[src/rtl/hex_scan_pkg.sv]
// Shared types and defaults for the multiplexed hex digit scanner.
// Holds the SCAN/DARK state type and the leading-zero helper.
package hex_scan_pkg;

  localparam int unsigned DEFAULT_NUM_DIGITS = 4;
  localparam int unsigned DEFAULT_PRESCALE   = 50000;
  localparam int unsigned MAX_DIGITS         = 8;

  typedef enum logic {
    SCAN = 1'b0,
    DARK = 1'b1
  } scan_state_e;

  // True when every nibble at position >= first is zero.
  function automatic logic nibbles_zero_from(input logic [4*MAX_DIGITS-1:0] value,
                                             input int unsigned first);
    logic zero;
    zero = 1'b1;
    for (int unsigned k = 0; k < MAX_DIGITS; k++) begin
      if (k >= first && value[4*k +: 4] != 4'h0) begin
        zero = 1'b0;
      end
    end
    return zero;
  endfunction

endpackage

[src/rtl/tick_gen.sv]
// Slot prescaler: counts 0..PRESCALE-1 and flags the terminal count.
// clear holds the count at zero, e.g. while the display is dark.
module tick_gen
  import hex_scan_pkg::*;
#(
  parameter int unsigned PRESCALE = DEFAULT_PRESCALE
) (
  input  logic clk,
  input  logic reset,
  input  logic clear,
  output logic tick
);

  localparam int unsigned CntW = (PRESCALE > 1) ? $clog2(PRESCALE) : 1;
  localparam logic [CntW-1:0] Terminal = CntW'(PRESCALE - 1);

  logic [CntW-1:0] r_cnt;

  always_ff @(posedge clk) begin
    if (reset || clear) begin
      r_cnt <= '0;
    end else if (r_cnt == Terminal) begin
      r_cnt <= '0;
    end else begin
      r_cnt <= r_cnt + CntW'(1);
    end
  end

  assign tick = (r_cnt == Terminal);

endmodule

[src/rtl/hex_digit_scanner.sv]
// Time-multiplexed hex display scanner with a one-deep pending buffer swapped in at frame ends.
// Optional macro LEADING_ZERO_BLANK_EN suppresses leading zero digits (digit 0 always shown).
module hex_digit_scanner
  import hex_scan_pkg::*;
#(
  parameter int unsigned NUM_DIGITS = DEFAULT_NUM_DIGITS,
  parameter int unsigned PRESCALE   = DEFAULT_PRESCALE
) (
  input  logic                    clk,
  input  logic                    reset,
  input  logic                    in_valid,
  input  logic [4*NUM_DIGITS-1:0] in_data,
  output logic                    in_ready,
  input  logic                    blank,
  output logic [3:0]              hex_out,
  output logic [NUM_DIGITS-1:0]   digit_en
);

  localparam int unsigned DataW = 4 * NUM_DIGITS;
  localparam int unsigned IdxW  = (NUM_DIGITS > 1) ? $clog2(NUM_DIGITS) : 1;
  localparam logic [IdxW-1:0] LastIdx = IdxW'(NUM_DIGITS - 1);

  scan_state_e           r_state;
  scan_state_e           w_state_nxt;
  logic [IdxW-1:0]       r_index;
  logic [IdxW-1:0]       w_index_nxt;
  logic [DataW-1:0]      r_display;
  logic [DataW-1:0]      w_display_nxt;
  logic [DataW-1:0]      r_pending;
  logic [DataW-1:0]      w_pending_nxt;
  logic                  r_pend_full;
  logic                  w_pend_full_nxt;
  logic [3:0]            r_hex_out;
  logic [3:0]            w_hex_nxt;
  logic [NUM_DIGITS-1:0] r_digit_en;
  logic [NUM_DIGITS-1:0] w_digit_en_nxt;

  logic w_tick;
  logic w_clear;
  logic w_boundary;
  logic w_accept;

  // Prescaler is frozen at zero while dark and on the cycle blanking starts.
  assign w_clear = (r_state == DARK) || blank;

  tick_gen #(
    .PRESCALE(PRESCALE)
  ) u_tick_gen (
    .clk  (clk),
    .reset(reset),
    .clear(w_clear),
    .tick (w_tick)
  );

  // Pending buffer and display swap.
  always_comb begin
    w_boundary      = (r_state == SCAN) && w_tick && (r_index == LastIdx);
    w_accept        = in_valid && !r_pend_full;
    w_display_nxt   = r_display;
    w_pending_nxt   = r_pending;
    w_pend_full_nxt = r_pend_full;
    // Swap only data that was already pending; a same-cycle accept waits a frame.
    if (w_boundary && r_pend_full) begin
      w_display_nxt   = r_pending;
      w_pend_full_nxt = 1'b0;
    end else if (w_accept) begin
      w_pending_nxt   = in_data;
      w_pend_full_nxt = 1'b1;
    end
  end

  // Scan state and digit index.
  always_comb begin
    w_state_nxt = r_state;
    w_index_nxt = r_index;
    case (r_state)
      SCAN: begin
        if (blank) begin
          w_state_nxt = DARK;
          w_index_nxt = '0;
        end else if (w_tick) begin
          w_index_nxt = (r_index == LastIdx) ? '0 : r_index + IdxW'(1);
        end
      end
      DARK: begin
        w_index_nxt = '0;
        if (!blank) begin
          w_state_nxt = SCAN;
        end
      end
      default: begin
        w_state_nxt = SCAN;
        w_index_nxt = '0;
      end
    endcase
  end

  // Outputs are computed from next state and registered, so the decoder sees no glitches.
  always_comb begin
    w_hex_nxt      = w_display_nxt[4*w_index_nxt +: 4];
    w_digit_en_nxt = '0;
    if (w_state_nxt == SCAN) begin
      w_digit_en_nxt[w_index_nxt] = 1'b1;
    end
`ifdef LEADING_ZERO_BLANK_EN
    if (w_index_nxt != '0 && nibbles_zero_from(32'(w_display_nxt), 32'(w_index_nxt))) begin
      w_digit_en_nxt = '0;
    end
`endif
  end

  always_ff @(posedge clk) begin
    if (reset) begin
      r_state     <= SCAN;
      r_index     <= '0;
      r_display   <= '0;
      r_pending   <= '0;
      r_pend_full <= 1'b0;
      r_hex_out   <= 4'h0;
      r_digit_en  <= NUM_DIGITS'(1);
    end else begin
      r_state     <= w_state_nxt;
      r_index     <= w_index_nxt;
      r_display   <= w_display_nxt;
      r_pending   <= w_pending_nxt;
      r_pend_full <= w_pend_full_nxt;
      r_hex_out   <= w_hex_nxt;
      r_digit_en  <= w_digit_en_nxt;
    end
  end

  assign in_ready = !r_pend_full;
  assign hex_out  = r_hex_out;
  assign digit_en = r_digit_en;

endmodule
[config.mk]
export PLATFORM = sky130hd
export DESIGN_NAME = hex_digit_scanner
export DESIGN_NICKNAME = d
export VERILOG_FILES = /design/src/rtl/hex_scan_pkg.sv /design/src/rtl/tick_gen.sv /design/src/rtl/hex_digit_scanner.sv
export SDC_FILE = /design/constraint.sdc
export NUM_CORES = 1
export LEC_CHECK = 0
export ABC_AREA = 1
export BUFFER_PORTS_ARGS = -buffer_cell sky130_fd_sc_hd__buf_4
export CORE_MARGIN = 2
export CORE_UTILIZATION = 45
export CTS_BUF_LIST = sky130_fd_sc_hd__clkbuf_4
export DETAILED_ROUTE_END_ITERATION = 16
export GPL_TIMING_DRIVEN = 0
export PLACE_DENSITY = 0.65
export SKIP_CTS_REPAIR_TIMING = 1
export SLEW_MARGIN = 10
export SYNTH_ARGS = -nofsm -noshare
export SYNTH_HDL_FRONTEND = slang
export SYNTH_SLANG_ARGS = --single-unit
[constraint.sdc]
create_clock -name clk -period 2.95 [get_ports clk]
set_clock_uncertainty 0.2 [all_clocks]
set_input_delay 0 -clock clk [delete_from_list [all_inputs] [get_ports clk]]
set_output_delay 0 -clock clk [all_outputs]
set_load 0.02 [all_outputs]
-- After elaboration in Yosys (flattened, before gate mapping)
Cells that the tools add are included.
- add/sub/neg operators: 2
- magnitude comparators: 2
- eq/ne operators: 2
- shift-type cells: 1
- muxes and demuxes: 9
- bitwise logic cells: 2
- reduce and logical (&&, ||, !) cells: 12
- operators with widths (kind ; count):
    $add 16x1->16 const B ; 1
    $eq 16x16->1 const B ; 1
    $mux 16 ; 1
    $shiftx 16x5->4 ; 1
    $mux 2 ; 3
    $reduce_or 2->1 ; 3
    $logic_and 1x1->1 ; 5
    $pmux 2 s2 ; 1
    $lt 2x3->1 const B ; 1
    $mux 1 ; 3
    $add 2x1->2 const B ; 1
    $demux 1 s2 ; 1
    $eq 2x2->1 const B ; 1
    $ge 2x1->1 const B ; 1
    $logic_or 1x1->1 ; 2
    $not 1->1 ; 2
    $reduce_and 2->1 ; 1
    $logic_not 1->1 ; 1
- flip-flop bits (word level): 60
- input bits: 20
- output and inout bits: 9
- logic and storage cells: 39

-- Depth between registers and ports, before layout
Gate-level depths: netlist of the first run.
- depth in word-level cells: 10
- gate-level depth with buffers: 14
- gate-level depth less buffers: 13

-- Cells and area by module
Synthesis of the first run repeated with hierarchy kept, for this count alone.
- cell total of the unflattened synthesis: 371
- area, all modules: 2585.0 µm²
- by module, submodules not included (module ; times used ; cells an instance ; area each (µm²) ; seq. area each (µm²)):
    hex_digit_scanner ; 1 ; 242 ; 1727.9 ; 880.8
    tick_gen ; 1 ; 129 ; 857.1 ; 320.3

-- Worst setup path before layout of the first run
No wires, ideal clock.
- kind: reg-to-reg
- start point: register u_tick_gen.r_cnt[0]
- end point: register r_hex_out[0] (netlist: hex_out[0])
- setup time: 128 ps
- data arrival time: 1475 ps
- required time: 2622 ps
- path slack: 1148 ps
- stages on the path, launching flop included: 14
- path buffers: 1
- clock period less this slack: 1802 ps
- cells stage by stage: dfxtp_1 > ha_1 > nand3_1 > nor2_4 > nand2_2 > nand2_1 > nand3_2 > buf_6 > nand2_4 > inv_2 > nand2_1 > nand2_1 > nor2_1 > nor2_1
- word-level cells in the longest chain between the ends: 6
- elaborated cells on any way between the ends: 9
- those cells by class: eq/ne (1); shift (1); mux (4); reduce/logical (3)
- RTL lines (item ; RTL line ; text):
    from (decl) ; tick_gen.sv:17 ; logic [CntW-1:0] r_cnt;
    from (signal assigned) ; tick_gen.sv:25 ; r_cnt <= r_cnt + CntW'(1);
    $eq 16x16->1 (*) ; tick_gen.sv:29 ; assign tick = (r_cnt == Terminal);
    parallel branches: the longest is 4 deep, another holds $mux 2 ; n/a ;
    $shiftx 16x5->4 (*) ; hex_digit_scanner.sv:100 ; w_hex_nxt = w_display_nxt[4*w_index_nxt +: 4];
    to (signal assigned) ; hex_digit_scanner.sv:127 ; r_hex_out <= w_hex_nxt;
    to (decl) ; hex_digit_scanner.sv:33 ; logic [3:0] r_hex_out;
Mark *: on every way between the ends.
A chain may end at the register's enable or synchronous reset.

-- Worst setup path in the final report of the first run
- start point: register r_index[0]
- end point: register r_hex_out[1] (netlist: hex_out[1])
- word-level cells in the longest chain between the ends: 6
- elaborated cells on any way between the ends: 10
- those cells by class: add/sub (1); eq/ne (1); shift (1); mux (5); reduce/logical (2)
- RTL lines (item ; RTL line ; text):
    from (decl) ; hex_digit_scanner.sv:25 ; logic [IdxW-1:0] r_index;
    from (signal assigned) ; hex_digit_scanner.sv:123 ; r_index <= w_index_nxt;
    $add 2x1->2 or $eq 2x2->1 (tied branches) ; hex_digit_scanner.sv:82, hex_digit_scanner.sv:57 ;
    $mux 2 ; hex_digit_scanner.sv:82 ; w_index_nxt = (r_index == LastIdx) ? '0 : r_index + IdxW'(1);
    $mux 2 ; hex_digit_scanner.sv:81 ; end else if (w_tick) begin
    $mux 2 ; hex_digit_scanner.sv:78 ; if (blank) begin
    $pmux 2 s2 ; hex_digit_scanner.sv:76 ; case (r_state)
    $shiftx 16x5->4 (*) ; hex_digit_scanner.sv:100 ;
Every way passes the cells marked *; elsewhere a longest branch is shown, timed or not.

==> impl_results.md, run 1 <==
* Antenna violations before repair at 0
* Initial Utilization at roughly 47%
* Area of the multi-input gates at between 1000 and 1500 um^2
* Peak VDD IR at about 0.27 mV
* Post-place setup slack at ~0.88 ns
* Startpoint types: flip-flop
* Area share of fa/ha/maj cells after synthesis at 0.945%
* Int Power at 1.06 mW
* Relative slew slack at 69.5%
* Crit. path cell count at 11
* Final wirelength at about 5600 um
* #FFs+latches synth at 60
* Yosys top cell area share at a little under half
* Die span in y at around 81 um
* DR WL/cell at 11.1 um
* Element type at the critical path end: flip-flop
* Cells after Synth at approximately 370
* Setup TNS at 0 ns
* R2R Path End: hex_out[1]
* Period minus WS final at ~2.1 ns
* GR Util All Layers at between 10% and 20%
* Layout cell share with drive strength beyond 1 at approximately 15%
* Leak at roughly 1.5 nW
* Sequential-to-total area share from yosys stat at roughly 45%
* Num CTS Buffers at 9
* Complex-gate fraction of the synthesized area at ~10%
* Fillcell total at 560
* DR vias at about 2300
* Clk buf depth at 2
* Crit-path leading delay family: simple AND/OR/NAND/NOR gates
* Dominant cell type by area after synthesis: dfxtp_1
* N_diodes at 0
* Pre-antenna DRT Iters at 4
* H-tree depth at 3
* Clock Root Buffer: clkbuf_4
* Buffer and inverter count on the worst path at 2
* Period utilization at between 70% and 80%
* Worst Path Max Fanout at 10
* Final setup vio count at 0
* Final worst slack at roughly 0.83 ns
* Pwr dens at 437 nW/um^2
* Multiplexer area fraction after synthesis at 0%
* Gr ovfl total at 0
* IO Port Bufs at 27
* FF-to-FF path depth at 11
* Synthesized area at between 2000 and 3000 um^2
* Gp weighted congestion at about 0.8
* Largest net degree at the start of global routing at 11
* Die width at around 80 um
* FF+latch area at ~1200 um^2
* Clock tree sinks at 60
* Row Count at 27
* Kind of critical path: flip-flop to flip-flop
* Area growth, synth to finish at 21.6%
* Post-route ant nets at 0
* Fin. Hold Viols at 0
* RSZ-0062 raised after global routing: no
* Sw frac at around a quarter
* Post-DP HPWL at 4090 um
* Worst r2r src: r_index[0]
* Min-delay worst type: input pin to flip-flop
* Power, Total at ~1.4 mW
* Synth Net Count at about 390
* Layout Utilization at 57.4%
* Synth Area in Simple Gates at 29.3%
* Vias in the first global route at a little over 2000
* Reg2Reg Setup Slack at ~0.83 ns
* Run status: completed
* Worst-Margin Slew at between 0.4 and 0.5 ns
* Clock power frac at between 30 and 40%
* Comb power frac at 7.5%
* Initial DRC Count at around 150
* Yosys warns at 0
* Cells along the critical path: ha_1 -> nand2_1 -> nor2_1 -> clkbuf_1 -> nand4_1 -> nand2_1 -> clkinv_1 -> nand3_1 -> nand2_1 -> nor2_1 -> nor2_1
* CTS tree: done
* Required time of the critical path at 3.03 ns
* Sequential share of power at between 50% and 60%
* Slowest stage delay, CP at between 0.3 and 0.4 ns
* Detailed-route vias per instance at about 4.7
* Fmax at between 0.4 and 0.5 GHz
* Maxcap violations at 0
* Hold EP: r_pending[5]
* Final nets at 449
* Clock slew at reported path FFs at approximately 0.1 ns
* Average cell area after synthesis at around 7 um^2
* Sw power at approximately 0.35 mW
* Post-Synth XOR/XNOR Area at less than 1%
* Worst-Skew Late Latency at 0.39 ns
* Hold path startpoint: in_valid
* Netlist cell types at 29
* Synth top area cells: dfxtp_1, nand2_1, inv_1
* Die ar. at about 6500 um^2
* Core area at ~5600 um^2
* I/O pin total at 29
* Max Transition Viols Final at 0
* Data arrival, critical path at 2.19 ns
* Worst path slowest cell: dfxtp_1
* # DRC at 0
* First-pass GRT wire length at roughly 9300 um
* Hold path depth at 4
* Largest family of logic cells by synthesized area: simple AND/OR/NAND/NOR gates
[per-layer routing]
metal,share of wire (%),GRT usage (%),routed length [um]
met1,51,26.9,2860
met2,42,26.7,2350
met3,4.4,3.71,245
met4,2.3,10.2,131
met5,0,0,0
[layout by cell type (no fill, tap or decap), types with 3 or more instances in the layout]
cell / n
nand4_1: 13
clkinv_1: 8
nand3_1: 16
nor3_1: 9
dlygate4sd3_1: 18
nor2_1: 58
clkbuf_1: 8
buf_6: 4
inv_1: 62
o21ai_0: 22
nand3_2: 3
buf_4: 29
clkbuf_4: 11
nor2_2: 3
nand2_2: 3
o21ai_2: 4
a21oi_1: 19
dfxtp_1: 60
nand2_1: 63
[synthesized netlist by cell type (all sizes together)]
library cell / count
xnor2: 1
nand2: 67
clkinv: 6
nor2: 62
o21ai: 26
nand4: 13
nor3b: 1
a21oi: 19
inv: 64
o21a: 1
dfxtp: 60
a211oi: 2
ha: 2
and3: 1
clkbuf: 8
xor2: 2
nand3: 19
nor3: 10
buf: 7
[registers in the layout, summed over array words and instances (netlist names)]
register / flops
u_tick_gen.r_cnt: 16
digit_en: 4
r_state: 1
r_index: 2
r_pending: 16
r_pend_full: 1
hex_out: 4
r_display: 16
[worst max-delay path by stage]
stage | from | end | slack, ns
after floorplan | u_tick_gen.r_cnt[0] | hex_out[0] | 1.15
after global placement | r_index[0] | hex_out[1] | 0.89
after detailed placement | r_index[0] | hex_out[3] | 0.88
after CTS | r_index[0] | hex_out[3] | 0.84
after global routing | r_index[0] | hex_out[1] | 0.61
final | r_index[0] | hex_out[1] | 0.83
[kinds of logic after synthesis]
family,after synthesis
XOR/XNOR,3
AND/OR/NAND/NOR,173
adder cells (fa/ha/maj),2
buffers and inverters,85
AO/OA/AOI/OAI,48
flip-flops,60
[final cells by class]
cell class | count | area share, %
Timing Repair Buffer | 45 | 11.9
Buffer | 15 | 2.95
Clock buffer | 11 | 2.56
Tap cell | 72 | 2.80
Clock inverter | 4 | 0.544
Inverter | 70 | 8.16
Multi-Input combinational cell | 226 | 33.8
Sequential cell | 60 | 37.3
[worst reg2reg max path: stages, from the launching register on]
cell,delay [ns]
dfxtp_1,0.38
ha_1,0.19
nand2_1,0.06
nor2_1,0.15
clkbuf_1,0.38
nand4_1,0.14
nand2_1,0.12
clkinv_1,0.07
nand3_1,0.07
nand2_1,0.05
nor2_1,0.13
nor2_1,0.05
[stage by stage]
stage / hold WS [ns] / cells / cell area, um^2
2_1_floorplan: -0.0890 / 371 / 2650
3_3_place_gp: 0.0561 / 470 / 2940
3_5_place_dp: 0.0539 / 470 / 2940
4_1_cts: -0.367 / 485 / 3040
5_1_grt: 0.0468 / 503 / 3220
6_report: 0.00810 / 503 / 3220
[power by group through the flow]
stage / Sequential, mW / Combinational [mW] / Clock, mW
finish: 0.840 / 0.105 / 0.463
CTS: 0.840 / 0.0873 / 0.473
global placement: 0.858 / 0.0854 / 0
detailed placement: 0.859 / 0.0871 / 0
global route: 0.842 / 0.120 / 0.508
floorplan: 0.858 / 0.0489 / 0
(Power assumes the default switching activity.)
==> run 2, diff against run 1 <==
PLACE_DENSITY = 0.67   (was 0.65)
clock period = 1.8 ns   (was 2.95 ns; I/O delays follow)
==> run 2 against run 1 <==
Net effect:
- the run now ends with setup timing left
- fmax is 8.1% higher
- clock power grew 83%
- register-to-register slack worse by 0.99 ns
- power increased by 71%
- worst hold slack better by 0.0085 ns
- final cell count rose by 1.2%
- clock-buffer cell count decreased by 2
- first-iteration DRC count shrank 28%
- wire length grew 5.7%
- sequential share of layout area decreased by 1.7 points
- global-route usage decreased by 0.90 points
- sequential power increased by 64%
- largest cell class unchanged
- highest routed layer unchanged
==> impl_results.md, run 2 (synthesized netlist as in run 1, its figures left out) <==
* Met2 Usage GRT at between 20 and 30%
* Area growth, synth to finish at 28.4%
* Core area at about 5600 um^2
* GR Util All Layers at between 10% and 20%
* Fin. Hold Viols at 0
* Commonest non-fill, non-tap cells in the layout: inv_1, nand2_1, dfxtp_1
* Clk buf depth at 2
* Post-route ant nets at 0
* Layout cell share with drive strength beyond 1 at between 20 and 25%
* Detailed-route vias per instance at approximately 4.7
* Final setup vio count at 6
* I/O pin total at 29
* Fmax at just over 0.5 GHz
* First-pass GRT wire length at ~8800 um
* GR peak layer: met2
* Num CTS Buffers at 9
* Pre-antenna DRT Iters at 4
* Min-delay worst type: input pin to flip-flop
* Placed cell count at 470
* Final worst slack at -0.158 ns
* Data arrival, critical path at 2.02 ns
* FF-to-FF path depth at 13
* Clock slew at reported path FFs at 0.10 ns
* # DRC at 0
* DR WL/cell at between 10 and 15 um
* Area of the multi-input gates at between 1000 and 1500 um^2
* Peak VDD IR at ~0.56 mV
* Worst Path Max Fanout at 5
* Pwr dens at 707 nW/um^2
* Post-place setup slack at -0.276 ns
* DP Area at around 3000 um^2
* RSZ-0062 raised after global routing: yes
* Antenna violations before repair at 0
* Leak at approximately 1.6 nW
* Row Count at 27
* DR vias at roughly 2400
* IO Port Bufs at 27
* Final Instance Area at around 3400 um^2
* Routing usage on met3 at just over 8%
* Clock Root Buffer: clkbuf_4
* Element type at the critical path end: flip-flop
* Initial DRC Count at about 110
* Relative slew slack at between 60 and 70%
* Finished Layout Cells at around 500
* Failing checks: setup timing
* Die ar. at 6510 um^2
* FF+latch area at around 1200 um^2
* Gp weighted congestion at between 0.8 and 0.9
* Fillcell total at 534
* Largest net degree at the start of global routing at 11
* Period minus WS final at approximately 2.0 ns
* Kind of critical path: flip-flop to flip-flop
* Required time of the critical path at roughly 1.9 ns
* Run status: finished with violations
* Initial Utilization at a little under half
* Hold path depth at 4
* CTS tree: done
* Maxcap violations at 0
* Die span in y at between 80 and 90 um
* Vias in the first global route at slightly below 2000
* Period utilization at 109%
* Max Transition Viols Final at 0
* Regs by FF count: r_display x16, r_pending x16, u_tick_gen.r_cnt x16
* GRT met1 Usage at a little under a quarter
* Worst-Skew Late Latency at roughly 0.40 ns
* Post-DP HPWL at about 3900 um
* H-tree depth at 3
* Die width at between 80 and 90 um
* Startpoint types: flip-flop
* Final nets at 457
* Final wirelength at 5900 um
* N_diodes at 0
* Gr ovfl total at 0
* Clock tree sinks at 60
* Most common cell after layout, fill and taps aside: inv_1
* Worst-Margin Slew at 0.467 ns
==> run 2: per-stage QoR <==
stage               utilization [%]  hold WS [ns]  power, mW  TNS, ns
floorplan                         -       -0.0890       1.49        0
global placement               52.4        0.0435       1.55    -1.05
detailed placement             52.4        0.0619       1.55    -1.40
CTS                            54.4        -0.376       2.39    -1.73
global route                   60.6        0.0513       2.52    -1.79
finish                         60.6        0.0166       2.40   -0.688
==> run 2: cell type report <==
class	count	area share (%)
sequential	60	35.6
timing repair buffer	53	12.8
clock buffer	9	1.99
clock inverter	4	1.29
multi-input combinational	226	34.8
buffer	15	3.09
tap	72	2.65
inverter	70	7.81
==> run 2: final timing paths <==
kind / to / from / slack [ns]
setup reg to reg: hex_out[0] / u_tick_gen.r_cnt[0] / -0.16
hold / removal: r_pending[2] / in_valid / 0.02
hold reg to reg: u_tick_gen.r_cnt[0] / u_tick_gen.r_cnt[0] / 0.25
setup / recovery: hex_out[0] / u_tick_gen.r_cnt[0] / -0.16
==> run 2: layer usage <==
layer  part of all wire [%]  vias up
met5                      0        -
met4                   0.81        0
met3                    4.8        5
met2                     47       46
met1                     47     1047
li1                       -     1277
==> run 2: critical path, stage by stage, from the launching register on <==
cell	delay (ns)
dfxtp_2	0.37
ha_4	0.15
nand3_4	0.10
nor2_4	0.19
nand2_2	0.10
nand2_2	0.09
nand3_4	0.09
buf_6	0.16
nand2_4	0.08
inv_4	0.04
nand2_2	0.05
nand2_2	0.06
nor2_2	0.11
nor2_1	0.04
==> run 2: power by group <==
group	switching, mW	internal, mW	total [mW]
registers	0.0161	1.36	1.38
logic	0.0916	0.0831	0.175
clock network	0.456	0.392	0.848
